===== src/rtl/gpu_timing_pkg.sv =====
// Shared VGA 640x480@60 (half pixel rate) raster constants and the decoded raster record.
// Latency: n/a (definitions only); backpressure: none.
package gpu_timing_pkg;

  localparam int H_VISIBLE     = 320;
  localparam int H_FRONT       = 8;
  localparam int H_SYNC        = 48;
  localparam int H_BACK        = 24;
  localparam int H_TOTAL       = H_VISIBLE + H_FRONT + H_SYNC + H_BACK;
  localparam int H_SYNC_START  = H_VISIBLE + H_FRONT;
  localparam int H_SYNC_END    = H_SYNC_START + H_SYNC;

  localparam int V_VISIBLE     = 480;
  localparam int V_FRONT       = 10;
  localparam int V_SYNC        = 2;
  localparam int V_BACK        = 33;
  localparam int V_TOTAL       = V_VISIBLE + V_FRONT + V_SYNC + V_BACK;
  localparam int V_SYNC_START  = V_VISIBLE + V_FRONT;
  localparam int V_SYNC_END    = V_SYNC_START + V_SYNC;

  localparam int GAME_X_OFFSET = 32;
  localparam int GAME_W        = 256;
  localparam int GAME_H        = 240;

  typedef struct packed {
    logic [7:0] current_x;
    logic [7:0] current_y;
    logic       in_game;
    logic       visible;
    logic       writable;
    logic       hsync;
    logic       vsync;
    logic       vblank_irq;
  } raster_t;

  localparam raster_t RASTER_RESET = '{
    current_x:  8'd0,
    current_y:  8'd0,
    in_game:    1'b0,
    visible:    1'b0,
    writable:   1'b0,
    hsync:      1'b1,
    vsync:      1'b1,
    vblank_irq: 1'b0
  };

endpackage


===== src/rtl/wrap_counter_m.sv =====
// Modulo-N up counter advancing on inc; wrap flags the inc that returns it to zero.
// Latency: count updates one clock after inc, wrap is combinational; backpressure: none.
module wrap_counter_m
  import gpu_timing_pkg::*;
#(
  parameter int MODULUS = H_TOTAL,
  parameter int W       = 9
) (
  input  logic         clk,
  input  logic         rst,
  input  logic         inc,
  output logic [W-1:0] count,
  output logic         wrap
);

  localparam logic [W-1:0] LAST = W'(MODULUS - 1);

  assign wrap = inc && (count == LAST);

  always_ff @(posedge clk or posedge rst) begin
    if (rst) begin
      count <= '0;
    end else if (inc) begin
      count <= wrap ? '0 : count + 1'b1;
    end
  end

endmodule


===== src/rtl/video_timing.sv =====
// Raster timing generator: h/v counters decoded into game-window coords, syncs, blank and irq.
// Latency: outputs are a registered decode, one clock behind the counters; backpressure: none (free-running).
module video_timing
  import gpu_timing_pkg::*;
#(
  parameter int H_VISIBLE     = gpu_timing_pkg::H_VISIBLE,
  parameter int H_FRONT       = gpu_timing_pkg::H_FRONT,
  parameter int H_SYNC        = gpu_timing_pkg::H_SYNC,
  parameter int H_BACK        = gpu_timing_pkg::H_BACK,
  parameter int V_VISIBLE     = gpu_timing_pkg::V_VISIBLE,
  parameter int V_FRONT       = gpu_timing_pkg::V_FRONT,
  parameter int V_SYNC        = gpu_timing_pkg::V_SYNC,
  parameter int V_BACK        = gpu_timing_pkg::V_BACK,
  parameter int GAME_X_OFFSET = gpu_timing_pkg::GAME_X_OFFSET
) (
  input  logic       clk,
  input  logic       rst,
  output logic [7:0] current_x,
  output logic [7:0] current_y,
  output logic       in_game,
  output logic       visible,
  output logic       writable,
  output logic       hsync,
  output logic       vsync,
  output logic       vblank_irq
);

  localparam int LINE_CLKS  = H_VISIBLE + H_FRONT + H_SYNC + H_BACK;
  localparam int FRAME_ROWS = V_VISIBLE + V_FRONT + V_SYNC + V_BACK;

  localparam logic [8:0] H_VIS_END  = 9'(H_VISIBLE);
  localparam logic [8:0] H_SS       = 9'(H_VISIBLE + H_FRONT);
  localparam logic [8:0] H_SE       = 9'(H_VISIBLE + H_FRONT + H_SYNC);
  localparam logic [8:0] GAME_X0    = 9'(GAME_X_OFFSET);
  localparam logic [8:0] GAME_X1    = 9'(GAME_X_OFFSET + GAME_W);
  localparam logic [9:0] V_VIS_END  = 10'(V_VISIBLE);
  localparam logic [9:0] V_SS       = 10'(V_VISIBLE + V_FRONT);
  localparam logic [9:0] V_SE       = 10'(V_VISIBLE + V_FRONT + V_SYNC);

  logic [8:0] hcount;
  logic [9:0] vcount;
  logic       h_wrap;
  logic       v_wrap_unused;
  logic       v_active;
  raster_t    raster_d;
  raster_t    raster_q;

  wrap_counter_m #(.MODULUS(LINE_CLKS), .W(9)) u_hcount (
    .clk   (clk),
    .rst   (rst),
    .inc   (1'b1),
    .count (hcount),
    .wrap  (h_wrap)
  );

  wrap_counter_m #(.MODULUS(FRAME_ROWS), .W(10)) u_vcount (
    .clk   (clk),
    .rst   (rst),
    .inc   (h_wrap),
    .count (vcount),
    .wrap  (v_wrap_unused)
  );

  always_comb begin
    raster_d   = RASTER_RESET;
    v_active   = (vcount < V_VIS_END);
    raster_d.visible    = (hcount < H_VIS_END) && v_active;
    raster_d.in_game    = (hcount >= GAME_X0) && (hcount < GAME_X1) && v_active;
    raster_d.current_x  = raster_d.in_game ? 8'(hcount - GAME_X0) : 8'd0;
    // each game row is drawn on two consecutive lines
    raster_d.current_y  = v_active ? vcount[8:1] : 8'd0;
    raster_d.writable   = !v_active;
    raster_d.hsync      = !((hcount >= H_SS) && (hcount < H_SE));
    raster_d.vsync      = !((vcount >= V_SS) && (vcount < V_SE));
    raster_d.vblank_irq = (hcount == 9'd0) && (vcount == V_VIS_END);
  end

  always_ff @(posedge clk or posedge rst) begin
    if (rst) begin
      raster_q <= RASTER_RESET;
    end else begin
      raster_q <= raster_d;
    end
  end

  assign current_x  = raster_q.current_x;
  assign current_y  = raster_q.current_y;
  assign in_game    = raster_q.in_game;
  assign visible    = raster_q.visible;
  assign writable   = raster_q.writable;
  assign hsync      = raster_q.hsync;
  assign vsync      = raster_q.vsync;
  assign vblank_irq = raster_q.vblank_irq;

endmodule


===== config.mk =====
export PLATFORM = sky130hd
export DESIGN_NAME = video_timing
export DESIGN_NICKNAME = d
export VERILOG_FILES = /design/src/rtl/gpu_timing_pkg.sv /design/src/rtl/wrap_counter_m.sv /design/src/rtl/video_timing.sv
export SDC_FILE = /design/constraint.sdc
export NUM_CORES = 1
export LEC_CHECK = 0
export ABC_CLOCK_PERIOD_IN_PS = 2000
export CORE_UTILIZATION = 54
export DETAILED_ROUTE_END_ITERATION = 10
export PLACE_DENSITY = 0.78
export REMOVE_ABC_BUFFERS = 1
export SYNTH_ARGS = -nofsm -noshare
export SYNTH_HDL_FRONTEND = slang
export SYNTH_SLANG_ARGS = --single-unit

===== constraint.sdc =====
create_clock -name clk -period 2 [get_ports clk]
set_input_delay 0.4 -clock clk [delete_from_list [all_inputs] [get_ports clk]]
set_output_delay 0.4 -clock clk [all_outputs]
set_load 0.05 [all_outputs]

==> impl_metrics.json <==
{
  "cp.arrival_ns": 1.49,
  "finalNetCount": 205,
  "rsz0062_at_grt": "no",
  "synth_warnings": 0,
  "drv_slew": 0,
  "initial_core_util_pct": 58.08,
  "slowest_delay_ns": 0.80,
  "hold_path.class": "primary input to async pin",
  "io-pin-count": 24,
  "crit_chain": "clkdlybuf4s50_1",
  "fin_tns_setup_ns": 0,
  "dieArea_sq_um": 3600,
  "avgViaCountPerCell": 5.285,
  "synthCells": 164,
  "yosys-top-cells-area": "dfrtp_1, ha_1, and2_1, dfstp_2, o21ai_0",
  "synth_ff_type": "dfrtp_1",
  "place_congestion": 0.8228,
  "p_per_area_nw_per_um2": 577.0,
  "post_cts_buffers": 0,
  "outcome": "finished, final reports clean",
  "yosysUniqueCellTypes": 40,
  "diodes": 0,
  "worstSetupEndpointType": "output pin",
  "ys_ff_latch": 41,
  "fin_crit_sh_pct": 94.73,
  "grtUsageTotal_pct": 21.18,
  "required_ns": 1.60,
  "crit_family": "buffers and inverters",
  "drive_above_1_share_pct": 10.26,
  "synth-edff-count": 0,
  "start_kind": "flip-flop",
  "num_rows": 20,
  "die_h_microns": 60,
  "gr-total-overflow": 0,
  "worst-path-max-fanout": 1,
  "grt_start_max_net_pins": 42,
  "yosys.area.top_type": "dfrtp_1",
  "fillers": 240,
  "max_freq_mhz": 527.8,
  "antenna_found_initial": 0,
  "cts.sinks": 41,
  "clockBufferDepth": 2,
  "p_leak_uw": 0.0009926,
  "crit_buf_inv": 1,
  "grt_pass1_wl_microns": 5333,
  "dr.first_iter.drc_count": 36,
  "clk-insertion-delay-late_ns": 0.35,
  "syn_area_per_cell_sq_um": 11.08,
  "ir_worst_vdd_v": 0.0003746,
  "clock_tree.root_cell": "clkbuf_4",
  "relSlewSlack_pct": 66.36,
  "cts_buffers": 5,
  "grt_pass1_vias": 1187,
  "dp_cells": 232,
  "wl_per_cell_microns": 13.34,
  "synth_top_area_share_pct": 53.72,
  "ys_seq_area_share_pct": 56.61,
  "worst_slew_pin_slew_ns": 0.5031,
  "max-cap-violations": 0,
  "area_growth_pct": 19.70,
  "path_class": "flip-flop to output pin",
  "cts_tree": "yes",
  "drc": 0,
  "ys_top_cells_by_count": "dfrtp_1, and2_1, inv_1",
  "port_buffers": 23,
  "htreeDepth": 2,
  "ant_nets": 0,
  "layout_min_cycle_time_ns": 1.895,
  "clk_pin_slew_ns": 0.11,
  "drt_pass1_iterations": 4,
  "fp.dieW_microns": 60,
  "finalSetupViolCount": 0,
  "syn-cell-area_sq_um": 1817,
  "wl_microns": 3189,
  "worst_path_max_delay_cell": "clkdlybuf4s50_1",
  "hpwlAfterDp_microns": 2273,
  "hold_viol_final": 0,
  "synth-async-reset-ratio_pct": 100.0,
  "fin_worst_skew_ns": 0.007102,
  "vias": 1263,
  "yosysMostFrequentCell": "dfrtp_1",
  "fin_cells": 239,
  "core-area_sq_um": 3128
}
==> cells by family (layout without fill, tap and decap cells) <==
kind of cell,Yosys count,in the layout,share of synthesized area [%]
AO/OA/AOI/OAI,21,21,7.439
XOR/XNOR,9,9,4.339
adder cells (fa/ha/maj),8,8,5.510
buffers and inverters,17,48,4.270
flip-flops,41,41,56.61
multiplexers,1,1,0.5510
AND/OR/NAND/NOR,67,67,21.28
==> power breakdown <==
group	total, uW	switching, uW	internal [uW]	leakage, uW
clock network	408	242	166	0.0000314
registers	829	0	829	0.000537
logic	18.3	15.1	3.12	0.000425
total	1250	257	998	0.000993
==> path summary, 6_finish.rpt <==
| check | slack (ns) | startpoint | to | depth (start not counted) |
|---|---|---|---|---|
| min | 0.46 | rst | u_vcount.count[7]$_DFFE_PP0N_ | 3 |
| min in group clk | 0.51 | u_hcount.count[0]$_DFF_PP0_ | u_hcount.count[0]$_DFF_PP0_ | 1 |
| max reg2reg | 0.15 | u_hcount.count[5]$_DFF_PP0_ | u_vcount.count[9]$_DFFE_PP0N_ | 4 |
| min reg2reg | 0.51 | u_hcount.count[0]$_DFF_PP0_ | u_hcount.count[0]$_DFF_PP0_ | 1 |
| max | 0.11 | current_x[5]$_DFF_PP0_ | current_x[5] | 1 |
| max in group asynchronous | 1.18 | rst | hsync$_DFF_PP1_ | 3 |
==> cells in the final DEF, fill, tap and decap left out, types with 6 or more instances in the layout <==
| cell | count |
|---|---|
| dfrtp_1 | 39 |
| nand2_1 | 8 |
| buf_4 | 9 |
| and2_1 | 12 |
| o21ai_0 | 9 |
| nor2_1 | 9 |
| clkdlybuf4s50_1 | 21 |
| inv_1 | 11 |
| nor3_1 | 6 |
| nand3_1 | 8 |
| ha_1 | 8 |
==> sequential cells by signal, indices dropped and copies added, names as in the netlist <==
register and flops:
current_y 8, hsync 1, in_game 1, u_vcount.count 10
u_hcount.count 9, visible 1, vsync 1, vblank_irq 1
writable 1, current_x 8
==> area by class of cell <==
cell class                 instances  area, sq um  share of cell area (%)
multi-input combinational        106        716.9                   32.97
tap                               44        55.05                   2.532
clock buffer                       7        55.05                   2.532
timing repair buffer              30        277.8                   12.77
sequential                        41         1028                   47.30
inverter                          11        41.29                   1.899
==> repair_timing <==
action | CTS | global route
resized for setup | 0 | 1
hold buffers | 0 | 0
endpoints found under the setup margin | 0 | 1
==> per-stage QoR <==
step                hold slack (ns)  setup WS, ns  cell area [sq um]  utilization (%)  total power [uW]
CTS                          0.4634       0.07640               2168            69.32              1275
global placement             0.4791        0.2153               2113            67.56             863.7
detailed placement           0.4952        0.1646               2113            67.56             864.2
floorplan                    0.4676        0.2868               1780                -             856.9
global route                 0.5087       0.02549               2175            69.52              1302
finish                       0.4647        0.1054               2175            69.52              1255
==> per-layer routing <==
metal,track usage [%],vias to the layer above,routed length [microns]
met5,0,-,0
met4,11.96,0,87
met2,30.16,37,1474
met1,28.75,592,1485
li1,-,625,-
met3,6.277,9,142
Note: power is estimated with default switching activity, not from simulation.
